File: config.mk
export PLATFORM = sky130hd
export DESIGN_NAME = lsu_mem_port_flat
export DESIGN_NICKNAME = d
export VERILOG_FILES = /design/src/rtl/lsu_mem_port_pkg.sv /design/src/rtl/lsu_mem_port_if.sv /design/src/rtl/lsu_mem_port_lane_align.sv /design/src/rtl/lsu_mem_port.sv /design/src/flat_wrapper.sv
export SDC_FILE = /design/constraint.sdc
export NUM_CORES = 1
export LEC_CHECK = 0
export ABC_AREA = 0
export CORE_MARGIN = 2
export CORE_UTILIZATION = 39
export DETAILED_ROUTE_END_ITERATION = 10
export PLACE_DENSITY_LB_ADDON = 0.1
export SYNTH_ARGS = -nofsm -noshare
export SYNTH_HDL_FRONTEND = slang
export SYNTH_SLANG_ARGS = --single-unit
File: constraint.sdc
create_clock -name clk -period 2 [get_ports clk]
set_input_delay 0.4 -clock clk [delete_from_list [all_inputs] [get_ports clk]]
set_output_delay 0.4 -clock clk [all_outputs]
set_load 0.03 [all_outputs]
File: src/rtl/lsu_mem_port_pkg.sv
// rtl/lsu_mem_port_pkg.sv - shared size codes, state encoding and fault causes for the LSU memory port
package lsu_mem_port_pkg;

  localparam logic [3:0] RAM_BYTE     = 4'b0001;
  localparam logic [3:0] RAM_HALFWORD = 4'b0010;
  localparam logic [3:0] RAM_FULLWORD = 4'b0100;

  localparam logic [1:0] ERR_NONE       = 2'b00;
  localparam logic [1:0] ERR_MISALIGNED = 2'b01;
  localparam logic [1:0] ERR_TIMEOUT    = 2'b10;
  localparam logic [1:0] ERR_ILLEGAL    = 2'b11;

  typedef enum logic [1:0] {
    ST_IDLE  = 2'd0,
    ST_REQ   = 2'd1,
    ST_RESP  = 2'd2,
    ST_FAULT = 2'd3
  } lsu_state_e;

  function automatic logic is_legal_size(input logic [3:0] ram_type);
    return (ram_type == RAM_BYTE) || (ram_type == RAM_HALFWORD) || (ram_type == RAM_FULLWORD);
  endfunction

  function automatic logic is_misaligned(input logic [3:0] ram_type, input logic [1:0] addr_lo);
    return ((ram_type == RAM_HALFWORD) && addr_lo[0]) ||
           ((ram_type == RAM_FULLWORD) && (addr_lo != 2'b00));
  endfunction

endpackage

File: src/rtl/lsu_mem_port_if.sv
// rtl/lsu_mem_port_if.sv - single-port data-memory bus between the LSU (master) and memory (slave)
interface lsu_mem_port_if;
  logic        req;
  logic        we;
  logic [3:0]  be;
  logic [31:0] addr;
  logic [31:0] wdata;
  logic        ready;
  logic [31:0] rdata;

  modport master (
    output req, we, be, addr, wdata,
    input  ready, rdata
  );

  modport slave (
    input  req, we, be, addr, wdata,
    output ready, rdata
  );
endinterface

File: src/rtl/lsu_mem_port_lane_align.sv
// rtl/lsu_mem_port_lane_align.sv - byte-enable generation, store lane replication and load extract/extend
import lsu_mem_port_pkg::*;

module lsu_lane_align (
  input  logic [3:0]  ram_type_i,
  input  logic [1:0]  addr_lo_i,
  input  logic        sign_i,
  input  logic [31:0] wdata_i,
  input  logic [31:0] mem_rdata_i,
  output logic [3:0]  be_o,
  output logic [31:0] wdata_o,
  output logic [31:0] rdata_o
);

  logic [7:0]  byte_lane;
  logic [15:0] half_lane;

  always_comb begin
    case (addr_lo_i)
      2'd0:    byte_lane = mem_rdata_i[7:0];
      2'd1:    byte_lane = mem_rdata_i[15:8];
      2'd2:    byte_lane = mem_rdata_i[23:16];
      default: byte_lane = mem_rdata_i[31:24];
    endcase
    half_lane = addr_lo_i[1] ? mem_rdata_i[31:16] : mem_rdata_i[15:0];
  end

  always_comb begin
    be_o    = 4'b0000;
    wdata_o = wdata_i;
    rdata_o = mem_rdata_i;
    case (ram_type_i)
      RAM_BYTE: begin
        be_o    = 4'b0001 << addr_lo_i;
        wdata_o = {4{wdata_i[7:0]}};
        rdata_o = {{24{sign_i & byte_lane[7]}}, byte_lane};
      end
      RAM_HALFWORD: begin
        be_o    = 4'b0011 << {addr_lo_i[1], 1'b0};
        wdata_o = {2{wdata_i[15:0]}};
        rdata_o = {{16{sign_i & half_lane[15]}}, half_lane};
      end
      RAM_FULLWORD: begin
        be_o    = 4'b1111;
        wdata_o = wdata_i;
        rdata_o = mem_rdata_i;
      end
      default: ;
    endcase
  end

endmodule

File: src/rtl/lsu_mem_port.sv
// rtl/lsu_mem_port.sv - load/store responder: validates, issues one bus transaction, returns extended data
import lsu_mem_port_pkg::*;

module lsu_mem_port #(
  parameter int TIMEOUT_CYCLES = 16,
  parameter int CNT_W          = 5
) (
  input  logic              clk,
  input  logic              rst,
  input  logic              re_i,
  input  logic              we_i,
  input  logic [3:0]        ram_type_i,
  input  logic              sign_i,
  input  logic [31:0]       addr_i,
  input  logic [31:0]       wdata_i,
  output logic              stall_o,
  output logic              done_o,
  output logic [31:0]       rdata_o,
  output logic              err_o,
  output logic [1:0]        err_cause_o,
  lsu_mem_port_if.master    mem
);

  lsu_state_e  state_q;
  logic [1:0]  addr_lo_q;
  logic [3:0]  type_q;
  logic        sign_q;
  logic        we_q;
  logic [CNT_W-1:0] cnt_q;

  logic        done_q;
  logic        err_q;
  logic [1:0]  cause_q;
  logic [31:0] rdata_q;
  logic        mem_req_q;
  logic        mem_we_q;
  logic [3:0]  mem_be_q;
  logic [31:0] mem_addr_q;
  logic [31:0] mem_wdata_q;

  logic        in_idle;
  logic        access_d;
  logic [3:0]  al_type;
  logic [1:0]  al_addr_lo;
  logic [3:0]  al_be;
  logic [31:0] al_wdata;
  logic [31:0] al_rdata;

  assign in_idle  = (state_q == ST_IDLE);
  assign access_d = re_i | we_i;

  // In IDLE the aligner sees the incoming request so the bus fields can be registered on entry to REQ;
  // afterwards it sees the latched request so the load extract uses the original address and size.
  assign al_type    = in_idle ? ram_type_i  : type_q;
  assign al_addr_lo = in_idle ? addr_i[1:0] : addr_lo_q;

  lsu_lane_align u_align (
    .ram_type_i  (al_type),
    .addr_lo_i   (al_addr_lo),
    .sign_i      (sign_q),
    .wdata_i     (wdata_i),
    .mem_rdata_i (mem.rdata),
    .be_o        (al_be),
    .wdata_o     (al_wdata),
    .rdata_o     (al_rdata)
  );

  always_ff @(posedge clk) begin
    if (rst) begin
      state_q     <= ST_IDLE;
      addr_lo_q   <= 2'b00;
      type_q      <= 4'b0000;
      sign_q      <= 1'b0;
      we_q        <= 1'b0;
      cnt_q       <= '0;
      done_q      <= 1'b0;
      err_q       <= 1'b0;
      cause_q     <= ERR_NONE;
      rdata_q     <= 32'h0;
      mem_req_q   <= 1'b0;
      mem_we_q    <= 1'b0;
      mem_be_q    <= 4'b0000;
      mem_addr_q  <= 32'h0;
      mem_wdata_q <= 32'h0;
    end else begin
      case (state_q)
        ST_IDLE: begin
          if (access_d) begin
            addr_lo_q <= addr_i[1:0];
            type_q    <= ram_type_i;
            sign_q    <= sign_i;
            we_q      <= we_i;
            if ((re_i & we_i) || !is_legal_size(ram_type_i)) begin
              state_q <= ST_FAULT;
              err_q   <= 1'b1;
              cause_q <= ERR_ILLEGAL;
            end else if (is_misaligned(ram_type_i, addr_i[1:0])) begin
              state_q <= ST_FAULT;
              err_q   <= 1'b1;
              cause_q <= ERR_MISALIGNED;
            end else begin
              state_q     <= ST_REQ;
              cnt_q       <= '0;
              mem_req_q   <= 1'b1;
              mem_we_q    <= we_i;
              mem_be_q    <= al_be;
              mem_addr_q  <= {addr_i[31:2], 2'b00};
              mem_wdata_q <= al_wdata;
            end
          end
        end
        ST_REQ: begin
          if (mem.ready || (cnt_q == CNT_W'(TIMEOUT_CYCLES - 1))) begin
            mem_req_q   <= 1'b0;
            mem_we_q    <= 1'b0;
            mem_be_q    <= 4'b0000;
            mem_addr_q  <= 32'h0;
            mem_wdata_q <= 32'h0;
          end
          if (mem.ready) begin
            state_q <= ST_RESP;
            done_q  <= 1'b1;
            rdata_q <= we_q ? 32'h0 : al_rdata;
          end else if (cnt_q == CNT_W'(TIMEOUT_CYCLES - 1)) begin
            state_q <= ST_FAULT;
            err_q   <= 1'b1;
            cause_q <= ERR_TIMEOUT;
          end else begin
            cnt_q <= cnt_q + 1'b1;
          end
        end
        ST_RESP: begin
          state_q <= ST_IDLE;
          done_q  <= 1'b0;
          rdata_q <= 32'h0;
        end
        default: begin
          state_q <= ST_IDLE;
          err_q   <= 1'b0;
          cause_q <= ERR_NONE;
        end
      endcase
    end
  end

  // IDLE stalls combinationally so the core holds the request in the very cycle it is presented.
  assign stall_o     = in_idle ? access_d : (state_q == ST_REQ);
  assign done_o      = done_q;
  assign rdata_o     = rdata_q;
  assign err_o       = err_q;
  assign err_cause_o = cause_q;

  assign mem.req   = mem_req_q;
  assign mem.we    = mem_we_q;
  assign mem.be    = mem_be_q;
  assign mem.addr  = mem_addr_q;
  assign mem.wdata = mem_wdata_q;

endmodule
File: src/flat_wrapper.sv
// flat-port wrapper written by rule: the top's interface ports become plain ports
module lsu_mem_port_flat 
#(
  parameter int TIMEOUT_CYCLES = 16,
  parameter int CNT_W          = 5
)
  (clk, rst, re_i, we_i, ram_type_i, sign_i, addr_i, wdata_i, stall_o, done_o, rdata_o, err_o, err_cause_o, mem_req, mem_we, mem_be, mem_addr, mem_wdata, mem_ready, mem_rdata);
  lsu_mem_port_if mem_i ();
  input  logic clk;
  input  logic rst;
  input  logic re_i;
  input  logic we_i;
  input  logic [3:0] ram_type_i;
  input  logic sign_i;
  input  logic [31:0] addr_i;
  input  logic [31:0] wdata_i;
  output logic stall_o;
  output logic done_o;
  output logic [31:0] rdata_o;
  output logic err_o;
  output logic [1:0] err_cause_o;
  output wire logic [$bits(mem_i.req)-1:0] mem_req;
  output wire logic [$bits(mem_i.we)-1:0] mem_we;
  output wire logic [$bits(mem_i.be)-1:0] mem_be;
  output wire logic [$bits(mem_i.addr)-1:0] mem_addr;
  output wire logic [$bits(mem_i.wdata)-1:0] mem_wdata;
  input wire logic [$bits(mem_i.ready)-1:0] mem_ready;
  input wire logic [$bits(mem_i.rdata)-1:0] mem_rdata;
  assign mem_req = mem_i.req;
  assign mem_we = mem_i.we;
  assign mem_be = mem_i.be;
  assign mem_addr = mem_i.addr;
  assign mem_wdata = mem_i.wdata;
  assign mem_i.ready = mem_ready;
  assign mem_i.rdata = mem_rdata;
  lsu_mem_port #(.TIMEOUT_CYCLES(TIMEOUT_CYCLES), .CNT_W(CNT_W)) u_core (.clk(clk), .rst(rst), .re_i(re_i), .we_i(we_i), .ram_type_i(ram_type_i), .sign_i(sign_i), .addr_i(addr_i), .wdata_i(wdata_i), .stall_o(stall_o), .done_o(done_o), .rdata_o(rdata_o), .err_o(err_o), .err_cause_o(err_cause_o), .mem(mem_i));
endmodule
Word level (Yosys, flattened, before mapping)
Cells that the tools add are included.
Cells by class
  multiplexer cells: 60
  add/subtract/negate cells: 1
  reduce and logical (&&, ||, !) cells: 19
  equal/unequal tests: 21
  shift-type cells: 2
  bitwise logic cells: 5
Operators by type and width (number)
  32-bit one-hot mux with 2 select lines: 5
  32-bit 2-to-1 mux: 9
  5-bit 2-to-1 mux: 5
  8-bit one-hot mux with 3 select lines: 1
  2-bit 2-to-1 mux: 11
  4-bit 2-to-1 mux: 5
  16-bit 2-to-1 mux: 1
  1-bit 2-to-1 mux: 14
  2-bit inequality test (second input constant): 6
  4-bit one-hot mux with 3 select lines: 1
  5-bit one-hot mux with 2 select lines: 1
  5-bit AND reduction: 2
  4-bit by 1-bit equality test with 1-bit output (second input constant): 2
  4-bit by 2-bit equality test with 1-bit output (second input constant): 2
  4-bit by 3-bit equality test with 1-bit output (second input constant): 2
  4-bit one-hot mux with 2 select lines: 1
  1-bit one-hot mux with 2 select lines: 3
  2-bit one-hot mux with 3 select lines: 1
  2-bit AND reduction: 3
  6-bit AND reduction: 1
  2-bit nonzero test: 3
  5-bit by 1-bit adder with 5-bit output (second input constant): 1
  5-bit by 4-bit equality test with 1-bit output (second input constant): 1
  1-bit logical OR: 5
  other kinds (15): 22
Word-level totals
  output and inout bits: 107
  word-level logic and storage cells: 123
  flip-flop bits (word level): 121
  input port bits: 106

Logic depth before layout (Yosys ltp)
  depth in word-level cells: 9
  gate-level depth with buffers: 9
  mapped depth without buffers: 9

Cells and area by module
From an unflattened synthesis, not the netlist that was laid out.
Second synthesis, totals
  cells, all modules: 753
  area, all modules: 6212.2 µm²
Modules (own cells, without submodules)
  lsu_mem_port: cells each 568, sequential area each 2382.3 µm², times used 1, area each 4998.5 µm²
  lsu_lane_align: cells each 185, sequential area each 0.0 µm², times used 1, area each 1213.7 µm²

Worst setup path before layout
OpenSTA, ideal clock, no wires.
  path type: input -> register
  start: input port ram_type_i[2]
  end: register u_core.rdata_q[13], in the netlist u_core.rdata_o[13]
  path buffers: 2
  arrival time: 2.028 ns
  setup slack: -0.150 ns
  setup time: 0.122 ns
  stages: 8
  cell sequence: buf_2 -> or4b_1 -> o21ai_2 -> a21oi_4 -> a21o_4 -> buf_6 -> a22o_1 -> a221o_1
Between the ends
  longest elaborated chain between the ends: 6
Ends and longest elaborated chain
  start, declared: line flat_wrapper.sv:13  | input logic [3:0] ram_type_i;
  4-bit 2-to-1 mux (*): line lsu_mem_port.sv:54  | assign al_type = in_idle ? ram_type_i : type_q;
  4-bit by 2-bit equality test with 1-bit output or 4-bit by 1-bit equality test with 1-bit output (tied branches): line lsu_mem_port_lane_align.sv:32  | case (ram_type_i)
  32-bit one-hot mux with 2 select lines (*): line lsu_mem_port_lane_align.sv:32
  32-bit 2-to-1 mux (*): line lsu_mem_port.sv:123  | rdata_q <= we_q ? 32'h0 : al_rdata;
  32-bit 2-to-1 mux (*): line lsu_mem_port.sv:120  | if (mem.ready) begin
  32-bit one-hot mux with 2 select lines (*): line lsu_mem_port.sv:86  | case (state_q)
  end signal, assigned: line lsu_mem_port.sv:123
  end, declared: line lsu_mem_port.sv:34  | logic [31:0] rdata_q;
Every way passes the cells marked *; elsewhere a longest branch is shown, timed or not. The select of a mux whose other input is x is not followed.
A chain may end at the register's enable or synchronous reset.

Worst setup path in the final report
  start: register u_core.state_q[1]
  end: register u_core.rdata_q[10], in the netlist u_core.rdata_o[10]
Between the ends
  longest elaborated chain between the ends: 9
Ends and longest elaborated chain
  start, declared: line lsu_mem_port.sv:24  | lsu_state_e state_q;
  start signal, assigned: line lsu_mem_port.sv:70  | state_q <= ST_IDLE;
  start signal, assigned: line lsu_mem_port.sv:94  | state_q <= ST_FAULT;
  start signal, assigned: line lsu_mem_port.sv:98  | state_q <= ST_FAULT;
  2-bit zero test: line lsu_mem_port.sv:49  | assign in_idle = (state_q == ST_IDLE);
  2-bit 2-to-1 mux: line lsu_mem_port.sv:55  | assign al_addr_lo = in_idle ? addr_i[1:0] : addr_lo_q;
  2-bit equality test, or another cell as far along: line lsu_mem_port_lane_align.sv:19  | case (addr_lo_i)
  8-bit one-hot mux with 3 select lines: line lsu_mem_port_lane_align.sv:19
  1-bit bitwise AND: line lsu_mem_port_lane_align.sv:36  | rdata_o = {{24{sign_i & byte_lane[7]}}, byte_lane};
  32-bit one-hot mux with 2 select lines: line lsu_mem_port_lane_align.sv:32
  32-bit 2-to-1 mux: line lsu_mem_port.sv:123
  32-bit 2-to-1 mux: line lsu_mem_port.sv:120
  32-bit one-hot mux with 2 select lines: line lsu_mem_port.sv:86
Several ways; a longest one is shown, not always the timed one. The select of a mux whose other input is x is not followed.

==> key figures <==
Routing
  – DRT iter0 DRCs: 342
  – Met2 wire length: 8.80 mm
  – Routed wire per std cell: 18.2 µm
  – Routed WL: 17.6 mm
  – Met1 Wirelength: 7.19 mm
  – DR top layer: met4
  – Vias/cell: 5.43
  – First-pass DRT Iterations: 6
  – DR DRC count: 0
  – Vias: 5,250
  – Routed wl met3: 1.22 mm
  – ANT nets after route: 0

Critical path
  – Max FO, Critical Path: 8
  – R2R cell count: 6
  – Reg2Reg Capture Point: u_core.rdata_o[10]
  – Crit-path max cell delay: 540 ps
  – Critical Path AT: 2310 ps
  – CP Capture Type: flip-flop
  – Startpoint types: flip-flop
  – R2r startpoint: u_core.state_q[1]
  – CP Cell Sequence: or4_4, o31ai_4, a21oi_4, a21o_4, a22o_1, a221o_1
  – FF-to-FF setup slack: -9 ps
  – Worst path slowest cell: or4_4
  – CP Class: flip-flop to flip-flop
  – Worst path required time: 2310 ps

Clocking
  – CTS tree: built
  – CTS H-Tree Depth: 4
  – Clk Latency, worst-skew pair: 420 ps
  – Reg clk slew, reported paths: 60 ps
  – Clock buffer depth: 2
  – Root Driver: clkbuf_16
  – CTS Sinks: 119
  – Cts hold-fix bufs: 0
  – Num CTS Buffers: 17

Yosys
  – Syn avg cell area: 9.88 µm²
  – Leading area contributor after synthesis: dfxtp_1
  – Seq cells post-synth: 119
  – Main synth FF type: dfxtp_1
  – Synthesized area: 5130 µm²
  – Post-synth EDFFs: 0
  – YS warnings: 0
  – Synth cell types: 61
  – Post-synthesis sequential area ratio: 46.5%
  – Synth top area share: 46.5%
  – Post-synth ARST share: 0%
  – Syn Inst Count: 519
  – Synth area leaders: dfxtp_1, a22o_1, mux2i_1

Flow run
  – Max-cap viol count: 0

Finish
  – Area Overhead vs Synth: 70.8%
  – Fill cells: 1,000
  – Cell Count, Final, Fillers Out: 966
  – Fin area: 8760 µm²
  – Nets: 889
  – ANT cells: 0
  – Share of layout cells above drive strength 1: 18.5%
  – Final core occ: 68.9%

Min path
  – Hold Path Stages: 2
  – Min-delay src: u_core.err_cause_o[0]
  – Worst min path class: flip-flop to flip-flop
  – Worst Hold End: u_core.err_cause_o[0]

Status
  – Status: finished, violations left
  – Violated checks: setup timing

Floorplanning
  – Die H: 119 µm
  – Starting Density: 40.3%
  – I/O pins: 213
  – Core Area: 12,700 µm²
  – Width of the die: 119 µm
  – Die footprint: 14,100 µm²
  – Row cnt: 41

GRT
  – Largest net degree at the start of global routing: 45
  – Vias in the first global route: 5,336
  – First-pass GRT wire length: 27.1 mm
  – Initial antenna violation count: 0
  – GRT Overall Usage: 23.9%
  – Grt ovf: 0

Placed design
  – DP Area: 7850 µm²
  – Routability Congestion: 0.915
  – Pre-CTS setup slack: -671 ps
  – IO Port Bufs: 210
  – DP HPWL: 12.2 mm
  – Inst Count DP: 926

Pwr
  – Pint: 0.00546 W
  – Clock power frac: 42.4%
  – Sw power: 0.00210 W
  – Power share of the combinational group: 23.6%
  – Power Density: 863 nW/µm²
  – Max VDD drop: 0.000550 V
  – Leakage: 3.46 nW
  – Sw frac: 27.8%
  – Seq pwr share: 34.0%

STA
  – Hold Vio Cnt, Final: 0
  – Max Clock Skew: 8.57 ps
  – Final Worst Setup Slack: -8.69 ps
  – Fin crit period: 2010 ps
  – Peak Freq: 0.498 GHz
  – Setup TNS: -17.0 ps
  – Final-report max-slew violation count: 0
  – Final setup fails: 4
  – Final cycle utilization of the critical path: 100%
  – Unrepaired setup endpoints after global routing: yes
-- synth_stat cells (10+ instances only) --
cell type / instances
a21oi_1: 41
a22o_1: 65
buf_2: 11
clkbuf_1: 20
dfxtp_1: 119
mux2i_1: 21
nand2_1: 51
nand2b_1: 19
nor2_1: 15
o21ai_0: 15
o21ai_1: 12
o2bb2ai_1: 10
-- placed cells by master (no fill, tap or decap), types with 12 or more instances in the layout --
| cell type | n |
|---|---|
| clkdlybuf4s50_1 | 204 |
| dfxtp_1 | 117 |
| a22o_1 | 64 |
| buf_4 | 53 |
| nand2_1 | 50 |
| a21oi_1 | 38 |
| mux2i_1 | 20 |
| nand2b_1 | 19 |
| clkbuf_16 | 18 |
| o21ai_1 | 15 |
| nor2_1 | 12 |
| buf_12 | 12 |
-- power groups by stage --
stage	Clock [W]	Combinational, W	Sequential [W]
finish	0.00321	0.00178	0.00257
global route	0.00334	0.00190	0.00258
CTS	0.00324	0.00169	0.00257
detailed placement	0	0.00164	0.00262
global placement	0	0.00162	0.00261
floorplan	0	0.000710	0.00277
-- registers in the layout, indices dropped and copies added (netlist names) --
register            flops
u_core.rdata_o         32
u_core.type_q           4
u_core.mem.addr        30
u_core.state_q          2
u_core.mem.be           4
u_core.done_o           1
u_core.cnt_q            5
u_core.mem.we           1
u_core.addr_lo_q        2
u_core.mem.wdata       32
u_core.we_q             1
u_core.sign_q           1
u_core.mem.req          1
u_core.err_cause_o      2
u_core.err_o            1
-- final cells by class --
class	count	area, µm²	area share [%]
sequential	119	2390	27.3
clock buffer	22	484	5.53
tap	172	215	2.46
timing repair buffer	282	2830	32.3
clock inverter	10	141	1.61
inverter	7	26.3	0.300
multi-input combinational	354	2670	30.5
-- worst max-delay path by stage --
stage / from / cells past startpoint / endpoint
finish: u_core.state_q[1] / 6 / u_core.rdata_o[10]
global route: u_core.state_q[1] / 6 / u_core.rdata_o[10]
CTS: u_core.state_q[1] / 6 / u_core.rdata_o[8]
detailed placement: ram_type_i[0] / 6 / u_core.rdata_o[20]
global placement: ram_type_i[2] / 6 / u_core.rdata_o[16]
floorplan: ram_type_i[2] / 8 / u_core.rdata_o[13]
-- critical path, delay by kind of cell, from the launching register on --
kind | cells | cell delay [ps]
AND/OR/NAND/NOR | 1 | 540
flip-flops | 1 | 380
AO/OA/AOI/OAI | 5 | 970
-- metal layers --
metal	track usage [%]	up-vias
li1	-	2507
met1	27.9	2501
met2	41.6	210
met3	6.76	32
met4	8.93	0
met5	0	-
-- through the flow --
stage                     total power, W  hold slack [ps]
after global placement           0.00423              430
after CTS                        0.00750              451
final                            0.00756              449
after global routing             0.00782              465
after floorplan                  0.00348              449
after detailed placement         0.00425              439
-- kinds of logic after synthesis --
kind of cell	Yosys count	synth area share, %
AO/OA/AOI/OAI	210	31.6
flip-flops	119	46.5
AND/OR/NAND/NOR	113	11.3
buffers and inverters	48	4.81
multiplexers	23	4.76
XOR/XNOR	3	0.513
adder cells (fa/ha/maj)	2	0.488
other	1	0.0731
-- timing repair --
action,4_1_cts,5_1_grt
pin swaps,8,15
setup buffers,1,4
hold endpoints to repair,0,0
gates cloned,1,2
endpoints found under the setup margin,60,102
resized for setup,16,35
(Power assumes the default switching activity.)
